<file path="src/rtl/car_link_pkg.sv">
// Shared definitions for the FPGA <-> simulator serial link (command TX and future detector RX).
package car_link_pkg;

  localparam int CMD_FWD   = 0;
  localparam int CMD_BWD   = 1;
  localparam int CMD_LEFT  = 2;
  localparam int CMD_RIGHT = 3;
  localparam int CMD_BRAKE = 4;
  localparam int CMD_POWER = 5;

  localparam int DEFAULT_BAUD_DIV       = 10417;
  localparam int DEFAULT_REFRESH_CYCLES = 1000000;

  typedef enum logic [1:0] {
    IDLE  = 2'b00,
    START = 2'b01,
    DATA  = 2'b10,
    STOP  = 2'b11
  } link_state_t;

  // Bits 7:6 are reserved and always transmitted as zero.
  function automatic logic [7:0] pack_cmd(input logic fwd, input logic bwd,
                                          input logic left, input logic right,
                                          input logic brake, input logic power);
    logic [7:0] v;
    v            = '0;
    v[CMD_FWD]   = fwd;
    v[CMD_BWD]   = bwd;
    v[CMD_LEFT]  = left;
    v[CMD_RIGHT] = right;
    v[CMD_BRAKE] = brake;
    v[CMD_POWER] = power;
    return v;
  endfunction

endpackage

</file>
<file path="src/rtl/car_cmd_uart_tx_baud_tick_gen.sv">
// Bit-time divisor: counts 0..BAUD_DIV-1, pulses tick on the last count, restarts on clear.
module baud_tick_gen
  import car_link_pkg::*;
#(
  parameter int BAUD_DIV = DEFAULT_BAUD_DIV
) (
  input  logic clk,
  input  logic rst,
  input  logic clear,
  output logic tick
);

  localparam int              CNT_W    = (BAUD_DIV > 2) ? $clog2(BAUD_DIV) : 1;
  localparam logic [CNT_W-1:0] CNT_LAST = CNT_W'(BAUD_DIV - 1);

  logic [CNT_W-1:0] r_cnt;

  always_ff @(posedge clk or posedge rst) begin
    if (rst) begin
      r_cnt <= '0;
    end else if (clear || (r_cnt == CNT_LAST)) begin
      r_cnt <= '0;
    end else begin
      r_cnt <= r_cnt + 1'b1;
    end
  end

  assign tick = (r_cnt == CNT_LAST);

endmodule

</file>
<file path="src/rtl/car_cmd_uart_tx.sv">
// Packs the driving command levels into one byte and sends it as an 8N1 frame (LSB first)
// on every command change and periodically as a keep-alive.
module car_cmd_uart_tx
  import car_link_pkg::*;
#(
  parameter int BAUD_DIV       = DEFAULT_BAUD_DIV,
  parameter int REFRESH_CYCLES = DEFAULT_REFRESH_CYCLES
) (
  input  logic clk,
  input  logic rst,
  input  logic enable,
  input  logic move_forward,
  input  logic move_backward,
  input  logic turn_left,
  input  logic turn_right,
  input  logic brake_on,
  input  logic power_on,
  output logic tx,
  output logic busy,
  output logic frame_sent
);

  localparam int               REF_W    = $clog2(REFRESH_CYCLES);
  localparam logic [REF_W-1:0] REF_LAST = REF_W'(REFRESH_CYCLES - 1);
  // Raising pending one count early lets the keep-alive frame start exactly
  // REFRESH_CYCLES after the previous frame start.
  localparam logic [REF_W-1:0] REF_DUE  = REF_W'(REFRESH_CYCLES - 2);

  link_state_t      r_state;
  link_state_t      w_state_nxt;
  logic [7:0]       w_cmd_vec;
  logic [7:0]       r_shift;
  logic [7:0]       r_last_sent;
  logic             r_pending;
  logic [REF_W-1:0] r_refresh;
  logic [2:0]       r_bit_cnt;
  logic             w_tick;
  logic             w_start;
  logic             w_baud_clear;
  logic             w_tx;
  logic             w_busy;
  logic             w_frame_sent;

  assign w_cmd_vec = pack_cmd(move_forward, move_backward, turn_left,
                              turn_right, brake_on, power_on);

  assign w_start      = (r_state == IDLE) && enable && r_pending;
  assign w_baud_clear = (r_state == IDLE);

  baud_tick_gen #(
    .BAUD_DIV (BAUD_DIV)
  ) u_baud (
    .clk   (clk),
    .rst   (rst),
    .clear (w_baud_clear),
    .tick  (w_tick)
  );

  // Frame start beats any simultaneous set condition; last_sent already holds the snapshot.
  always_ff @(posedge clk or posedge rst) begin
    if (rst) begin
      r_pending <= 1'b1;
    end else if (w_start) begin
      r_pending <= 1'b0;
    end else if ((w_cmd_vec != r_last_sent) || (r_refresh >= REF_DUE)) begin
      r_pending <= 1'b1;
    end
  end

  always_ff @(posedge clk or posedge rst) begin
    if (rst) begin
      r_refresh <= '0;
    end else if (w_start) begin
      r_refresh <= '0;
    end else if (r_refresh != REF_LAST) begin
      r_refresh <= r_refresh + 1'b1;
    end
  end

  always_ff @(posedge clk or posedge rst) begin
    if (rst) begin
      r_last_sent <= 8'h00;
    end else if (w_start) begin
      r_last_sent <= w_cmd_vec;
    end
  end

  // The payload needs no reset: it is always loaded before the FSM leaves IDLE.
  always_ff @(posedge clk) begin
    if (w_start) begin
      r_shift <= w_cmd_vec;
    end else if ((r_state == DATA) && w_tick) begin
      r_shift <= {1'b0, r_shift[7:1]};
    end
  end

  always_ff @(posedge clk or posedge rst) begin
    if (rst) begin
      r_bit_cnt <= 3'd0;
    end else if (w_start) begin
      r_bit_cnt <= 3'd0;
    end else if ((r_state == DATA) && w_tick) begin
      r_bit_cnt <= r_bit_cnt + 3'd1;
    end
  end

  always_ff @(posedge clk or posedge rst) begin
    if (rst) begin
      r_state <= IDLE;
    end else begin
      r_state <= w_state_nxt;
    end
  end

  always_comb begin
    w_state_nxt  = r_state;
    w_tx         = 1'b1;
    w_busy       = 1'b1;
    w_frame_sent = 1'b0;
    case (r_state)
      IDLE: begin
        w_busy = 1'b0;
        if (w_start) begin
          w_state_nxt = START;
        end
      end
      START: begin
        w_tx = 1'b0;
        if (w_tick) begin
          w_state_nxt = DATA;
        end
      end
      DATA: begin
        w_tx = r_shift[0];
        if (w_tick && (r_bit_cnt == 3'd7)) begin
          w_state_nxt = STOP;
        end
      end
      STOP: begin
        if (w_tick) begin
          w_frame_sent = 1'b1;
          w_state_nxt  = IDLE;
        end
      end
    endcase
  end

  assign tx         = w_tx;
  assign busy       = w_busy;
  assign frame_sent = w_frame_sent;

endmodule
</file>
<file path="config.mk">
export PLATFORM = sky130hd
export DESIGN_NAME = car_cmd_uart_tx
export DESIGN_NICKNAME = d
export VERILOG_FILES = /design/src/rtl/car_link_pkg.sv /design/src/rtl/car_cmd_uart_tx_baud_tick_gen.sv /design/src/rtl/car_cmd_uart_tx.sv
export SDC_FILE = /design/constraint.sdc
export NUM_CORES = 1
export LEC_CHECK = 0
export BUFFER_PORTS_ARGS = -buffer_cell sky130_fd_sc_hd__buf_2
export CAP_MARGIN = 5
export CORE_MARGIN = 5
export CORE_UTILIZATION = 39
export CTS_CLUSTER_DIAMETER = 50
export DETAILED_ROUTE_END_ITERATION = 12
export SYNTH_ARGS = -nofsm -noshare
export SYNTH_HDL_FRONTEND = slang
export SYNTH_HIERARCHICAL = 1
export SYNTH_SLANG_ARGS = --single-unit
</file>
<file path="constraint.sdc">
create_clock -name clk -period 3.5 [get_ports clk]
set_clock_uncertainty 0.2 [all_clocks]
set_input_delay 0.7 -clock clk [delete_from_list [all_inputs] [get_ports clk]]
set_output_delay 0.7 -clock clk [all_outputs]
set_load 0.02 [all_outputs]
</file>
==> results.cfg, run 1 <==
[timing]
grt_setup_unrepaired = no
setup_violations = 0
hold_violations = 0
max_slew_margin_pct = 44.9
setup_tns_ns = 0
min_period_ns = 2.98
fmax_mhz = 336
worstMarginPinSlew_ns = 0.823
timing.final.crit_share_pct = 85.1
slew_viol_final = 0

[routing]
final_antenna_net_count = 0
drtIter0Drc = 109
dr.pass1.iters = 4
dr_total_vias = 2021
drcViolationCount = 0
drt-wirelength-per-cell_um = 13.1
wl_um = 5180
avgViaCountPerCell = 5.12

[yosys]
syn_avg_cell_area_um2 = 9.70
synth_cells = 286
synthesis.nets = 306
synth.largest_area_cell = dfrtp_1
ys_seq_elements = 52
syn_area_um2 = 2770
ys_seq_area_share_pct = 48.0
synthTopCellsByArea = dfrtp_1 (41%), edfxtp_1 (6.5%), nand2_1 (5.4%), ha_1 (5.0%), xnor2_1 (3.8%)
ys_types = 46
yosysTopAreaCellShare_pct = 40.6
yosysWarnings = 6
synthArstFlopShare_pct = 88.5
ys.flop_type = dfrtp_1
synth_edf_count = 6

[clock_tree]
h-tree-depth = 2
root_buffer = clkbuf_8
cts_buffers = 5
cts.repair.resized = 0
tritoncts = done
path_clk_slew_ns = 0.10
clock-sinks = 52
clock_latency_ns = 0.32
cts_buffer_depth = 2
cts_setup_buffers = 0
hold_buffers = 0

[power_and_ir_drop]
switching_share_pct = 23.6
p_sw_uw = 234
cellLeakagePower_nw = 1.29
power.share.combinational_pct = 2.1
power.density_nw_per_um2 = 331
ir_drop_mv = 0.193
internal-power_uw = 761
power_frac_clock_pct = 36.7
seqPwrFrac_pct = 61.2

[die]
rows = 30
start_util_pct = 40.4
die_x_um = 94.3
io_pins = 12
fp.dieH_um = 94.3
die-area_um2 = 8900
coreArea_um2 = 6870

[setup_path]
r2r_start = u_baud/r_cnt[2]$_DFF_PP0_
ff2ff_setup_slack_ns = 0.91
critPathLaunchType = flip-flop
slowest_delay_ns = 0.57
required_ns = 2.60
critPathSlowestCell = nor4_2
reg2reg_depth = 5
crit_path_max_fanout = 7
cp-end-kind = output pin
crit_chain = or3_1 -> nor4_2 -> and2_1 -> buf_2
crit_arrival_ns = 2.08
reg2reg_to = r_state[1]$_DFFE_PP0P_
criticalPathCategory = reg2out
startpoint = u_baud/r_cnt[2]$_DFF_PP0_

[place]
placed_cell_area_um2 = 2910
hpwl_um = 3600
gp_congestion = 0.801
numPortBuffers = 11

[global_route]
track_usage_pct = 12.9
grt-ovfl-total = 0
grt_pass1_wl_um = 9100
grt_pass1_vias = 1943
antenna_found_initial = 0
grt_max_degree = 33

[run_status]
status = complete, no violations

[layout]
area_growth_pct = 8.48
final_cell_mix = dfrtp_1 (45), nand2_1 (40), nor2_1 (27)
drive_above_1_share_pct = 11.4
fin_area_um2 = 3010
final_common_cell = dfrtp_1
fin_nets = 318
n_antenna_cell = 0

[hold_path]
hp-class = in2async

[job]
cap_violations = 0
[layout make-up]
class | count | area, µm²
Inverter | 13 | 48.8
Clock inverter | 3 | 26.3
Tap cell | 96 | 120
Sequential cell | 52 | 1330
Timing Repair Buffer | 14 | 77.6
Multi-Input combinational cell | 212 | 1340
Fill cell | 656 | 3860
Clock buffer | 5 | 68.8
[worst max path at each step]
stage | slack (ns) | cells after the start | endpoint
after detailed placement | 0.86 | 4 | frame_sent
after CTS | 0.50 | 4 | frame_sent
after global routing | 0.39 | 4 | frame_sent
after floorplan | 1.08 | 3 | frame_sent
after global placement | 0.87 | 4 | frame_sent
final | 0.52 | 4 | frame_sent
[sequential cells by signal, indices dropped and copies added, names as in the netlist]
signal and cells:
r_refresh 20, r_state 2, r_last_sent 6, r_bit_cnt 3, u_baud/r_cnt 14, r_pending 1, r_shift 6
[through the flow]
stage	util [%]	hold WS, ns	worst slack (ns)	cells	power (mW)
after global routing	43.8	0.264	0.389	395	1.04
after CTS	43.8	0.238	0.498	395	1.01
final	43.8	0.220	0.523	395	0.995
after global placement	42.4	0.280	0.871	387	0.642
after floorplan	-	0.265	1.08	286	0.632
after detailed placement	42.4	0.287	0.859	387	0.642
[critical path, delay by kind of cell, from the launching register on]
family        cells  cell delay [ns]
simple gates      3             1.16
flops             1             0.44
buf+inv           1             0.15
[per-layer routing]
| metal | share of wire [%] | global-route usage (%) |
|---|---|---|
| met1 | 50 | 17.5 |
| met2 | 45 | 20.4 |
| met3 | 3.3 | 2.79 |
| met4 | 1.5 | 4.81 |
| met5 | 0 | 0 |
[synthesized netlist by cell type, types with 6 or more instances]
cell type and instances:
xnor2_1 12, inv_1 13, nor2_1 27, o21ai_0 10, or3_1 6, edfxtp_1 6
dfrtp_1 45, nand4_1 7, ha_1 11, nand2_1 40, a21oi_1 11, nand3_1 15
nor3_1 7, xor2_1 12
[power by group through the flow]
| stage | Combinational, mW | Sequential (mW) | Clock, mW |
|---|---|---|---|
| floorplan | 0.0107 | 0.621 | 0 |
| global placement | 0.0215 | 0.621 | 0 |
| detailed placement | 0.0215 | 0.621 | 0 |
| CTS | 0.0218 | 0.609 | 0.380 |
| global route | 0.0242 | 0.609 | 0.409 |
| finish | 0.0206 | 0.609 | 0.366 |
[cells by family (layout without fill, tap and decap cells)]
group,Yosys count,in the layout,synth area share (%)
AOI/OAI and AO/OA,35,35,7.58
xor gates and xnor gates,24,24,7.58
adders and majority gates,11,11,4.96
buffers and inverters,22,35,3.83
DFF,52,52,48.0
muxes,6,6,2.21
and+or+nand+nor,136,136,25.8
Power figures use the tool's default switching activity.
==> inputs of run 2 (changes only) <==
--- a/config.mk
+++ b/config.mk
@@ -13,5 +13,4 @@
 export DETAILED_ROUTE_END_ITERATION = 12
 export SYNTH_ARGS = -nofsm -noshare
 export SYNTH_HDL_FRONTEND = slang
-export SYNTH_HIERARCHICAL = 1
 export SYNTH_SLANG_ARGS = --single-unit
==> run 2 against run 1 <==
Fmax is 4.6% lower. Routed wire length fell by 1.9%. Setup slack worse by 0.14 ns. Clock power up 23%. Synthesized area down 0.27%. Cell count is 0.76% lower. Largest power group unchanged. Critical path depth up 2. Combinational power down 6%. Sequential share of layout area down 0.27 points. Global-route usage increased by 0.23 points. Non-clock buffer count is 1 lower. Sequential power about the same.
==> results.cfg, run 2 <==
[run_status]
status = complete, no violations

[layout]
fin_nets = 315
reg_top3 = r_refresh x20, u_baud.r_cnt x14
n_antenna_cell = 0
utilization_pct = 44.3
final_cell_mix = nand2_1 (46), dfrtp_1 (45), nor2_1 (18)
final_common_cell = nand2_1
largest_reg_flops = 20
largest_register = r_refresh
area_growth_pct = 9.45
drive_above_1_share_pct = 10.8

[routing]
drt-wirelength-per-cell_um = 13.0
drtIter0Drc = 79
dr.pass1.iters = 4
final_antenna_net_count = 0
wl_um = 5090
dr_total_vias = 1983
drcViolationCount = 0
avgViaCountPerCell = 5.06

[yosys]
ys.flop_type = dfrtp_1
ys_seq_elements = 52
yosysMostFrequentCell = nand2_1
syn_area_um2 = 2770
synthArstFlopShare_pct = 88.5
ys_seq_area_share_pct = 48.2
syn_avg_cell_area_um2 = 9.74
yosysWarnings = 0
synth_edf_count = 6
synth.largest_area_cell = dfrtp_1
synthTopCellsByArea = dfrtp_1 (41%), edfxtp_1 (6.5%), nand2_1 (6.2%), ha_1 (5.0%), xor2_1 (4.4%)
synth_cells = 284
yosysTopAreaCellShare_pct = 40.7
synth_common_cells = nand2_1 (46), dfrtp_1 (45), nor2_1 (18)
ys_types = 48
synthesis.nets = 304

[setup_path]
critPathLaunchType = flip-flop
required_ns = 2.60
crit_path_max_fanout = 6
crit_arrival_ns = 2.22
cp-end-kind = output pin
criticalPathCategory = reg2out
reg2reg_depth = 6

[power_and_ir_drop]
finalPower_mw = 1.08
ir_drop_mv = 0.173
internal-power_uw = 866
power_frac_clock_pct = 41.9
p_sw_uw = 214
switching_share_pct = 19.8
cellLeakagePower_nw = 1.40
power.share.combinational_pct = 1.8
power.density_nw_per_um2 = 357
seqPwrFrac_pct = 56.3

[global_route]
grt_pass1_vias = 1966
grt-ovfl-total = 0
antenna_found_initial = 0
track_usage_pct = 13.2
grt_pass1_wl_um = 9260
grt_max_degree = 47

[timing]
setup_violations = 0
worstMarginPinSlew_ns = 0.960
max_slew_margin_pct = 35.9
setup_tns_ns = 0
min_period_ns = 3.12
timing.final.crit_share_pct = 89.2
hold_violations = 0
fmax_mhz = 320
grt_setup_unrepaired = no
timing.hold.ws_ns = 0.307
slew_viol_final = 0

[die]
fp.dieH_um = 94.2
die_x_um = 94.2
die-area_um2 = 8880
start_util_pct = 40.5
coreArea_um2 = 6830
rows = 30
io_pins = 12

[clock_tree]
path_clk_slew_ns = 0.09
clock-sinks = 52
h-tree-depth = 2
root_buffer = clkbuf_8
clock_latency_ns = 0.31
cts.repair.resized = 0
cts_buffers = 5
tritoncts = done
cts_buffer_depth = 2
cts_setup_buffers = 0
hold_buffers = 0

[place]
gp_congestion = 0.762
numPortBuffers = 11
hpwl_um = 3480

[hold_path]
holdPathStages = 2
hp-class = reg2reg

[job]
cap_violations = 0
run 2: cell count changes in the layout (fill, tap and decap cells not counted), sizes merged, moves of 3 or more:
cell | previous run | this run
xnor2 | 12 | 8
o21ai | 10 | 13
nand3 | 15 | 10
nor2 | 27 | 22
nand2 | 40 | 46
or4 | 6 | 3
or3 | 7 | 10
run 2: kinds of logic after synthesis:
| kind of cell | after synthesis | share of synthesized area, % |
|---|---|---|
| simple gates | 132 | 25.4 |
| flops | 52 | 48.2 |
| compound gates | 40 | 8.68 |
| xor+xnor | 22 | 6.97 |
| buf+inv | 21 | 3.62 |
| fa+ha+maj | 11 | 4.98 |
| mux | 6 | 2.17 |
run 2: final cells by class:
| cell class | count | area (µm²) |
|---|---|---|
| clock inverter | 1 | 30.0 |
| tap | 96 | 120 |
| fill | 664 | 3800 |
| timing repair buffer | 13 | 70.1 |
| multi-input combinational | 211 | 1330 |
| sequential | 52 | 1330 |
| inverter | 12 | 45.0 |
| clock buffer | 7 | 96.3 |
run 2: routing by layer:
metal  routed length (µm)  GRT usage, %  up-vias
met5                    0             0        -
met1                 2560          18.2      941
li1                     -             -     1012
met4                   81          4.69        0
met3                  152          2.72        9
met2                 2290          20.3       21
run 2: path summary, 6_finish.rpt:
path,startpoint,endpoint,slack [ns]
max,u_baud.r_cnt[0]$_DFF_PP0_,frame_sent,0.38
min,r_last_sent[3]$_DFFE_PP0N_,r_last_sent[3]$_DFFE_PP0N_,0.31
max reg2reg,u_baud.r_cnt[0]$_DFF_PP0_,r_shift[1]$_DFFE_PP_,0.92
min reg2reg,r_last_sent[3]$_DFFE_PP0N_,r_last_sent[3]$_DFFE_PP0N_,0.31
max in group asynchronous,rst,r_refresh[8]$_DFFE_PP0P_,2.10
min in group asynchronous,rst,u_baud.r_cnt[7]$_DFF_PP0_,0.40
run 2: power by group through the flow:
stage,logic (mW),clock network (mW),registers [mW]
after floorplan,0.0104,0,0.621
after global placement,0.0204,0,0.621
after detailed placement,0.0205,0,0.621
after CTS,0.0209,0.471,0.609
after global routing,0.0234,0.498,0.609
final,0.0193,0.452,0.609
run 2: metrics by stage:
step                      worst slack (ns)  cell area [µm²]  instances
after floorplan                      0.930             2770        284
after global placement               0.743             2900        384
after detailed placement             0.709             2900        384
after CTS                            0.351             3030        392
after global routing                 0.272             3030        392
final                                0.379             3030        392
run 2: worst max-delay path, stage by stage, from the launching register on:
cell	delay [ns]
dfrtp_1	0.44
inv_1	0.08
ha_1	0.13
or4bb_1	0.52
nor4_4	0.40
and2_2	0.20
buf_2	0.15
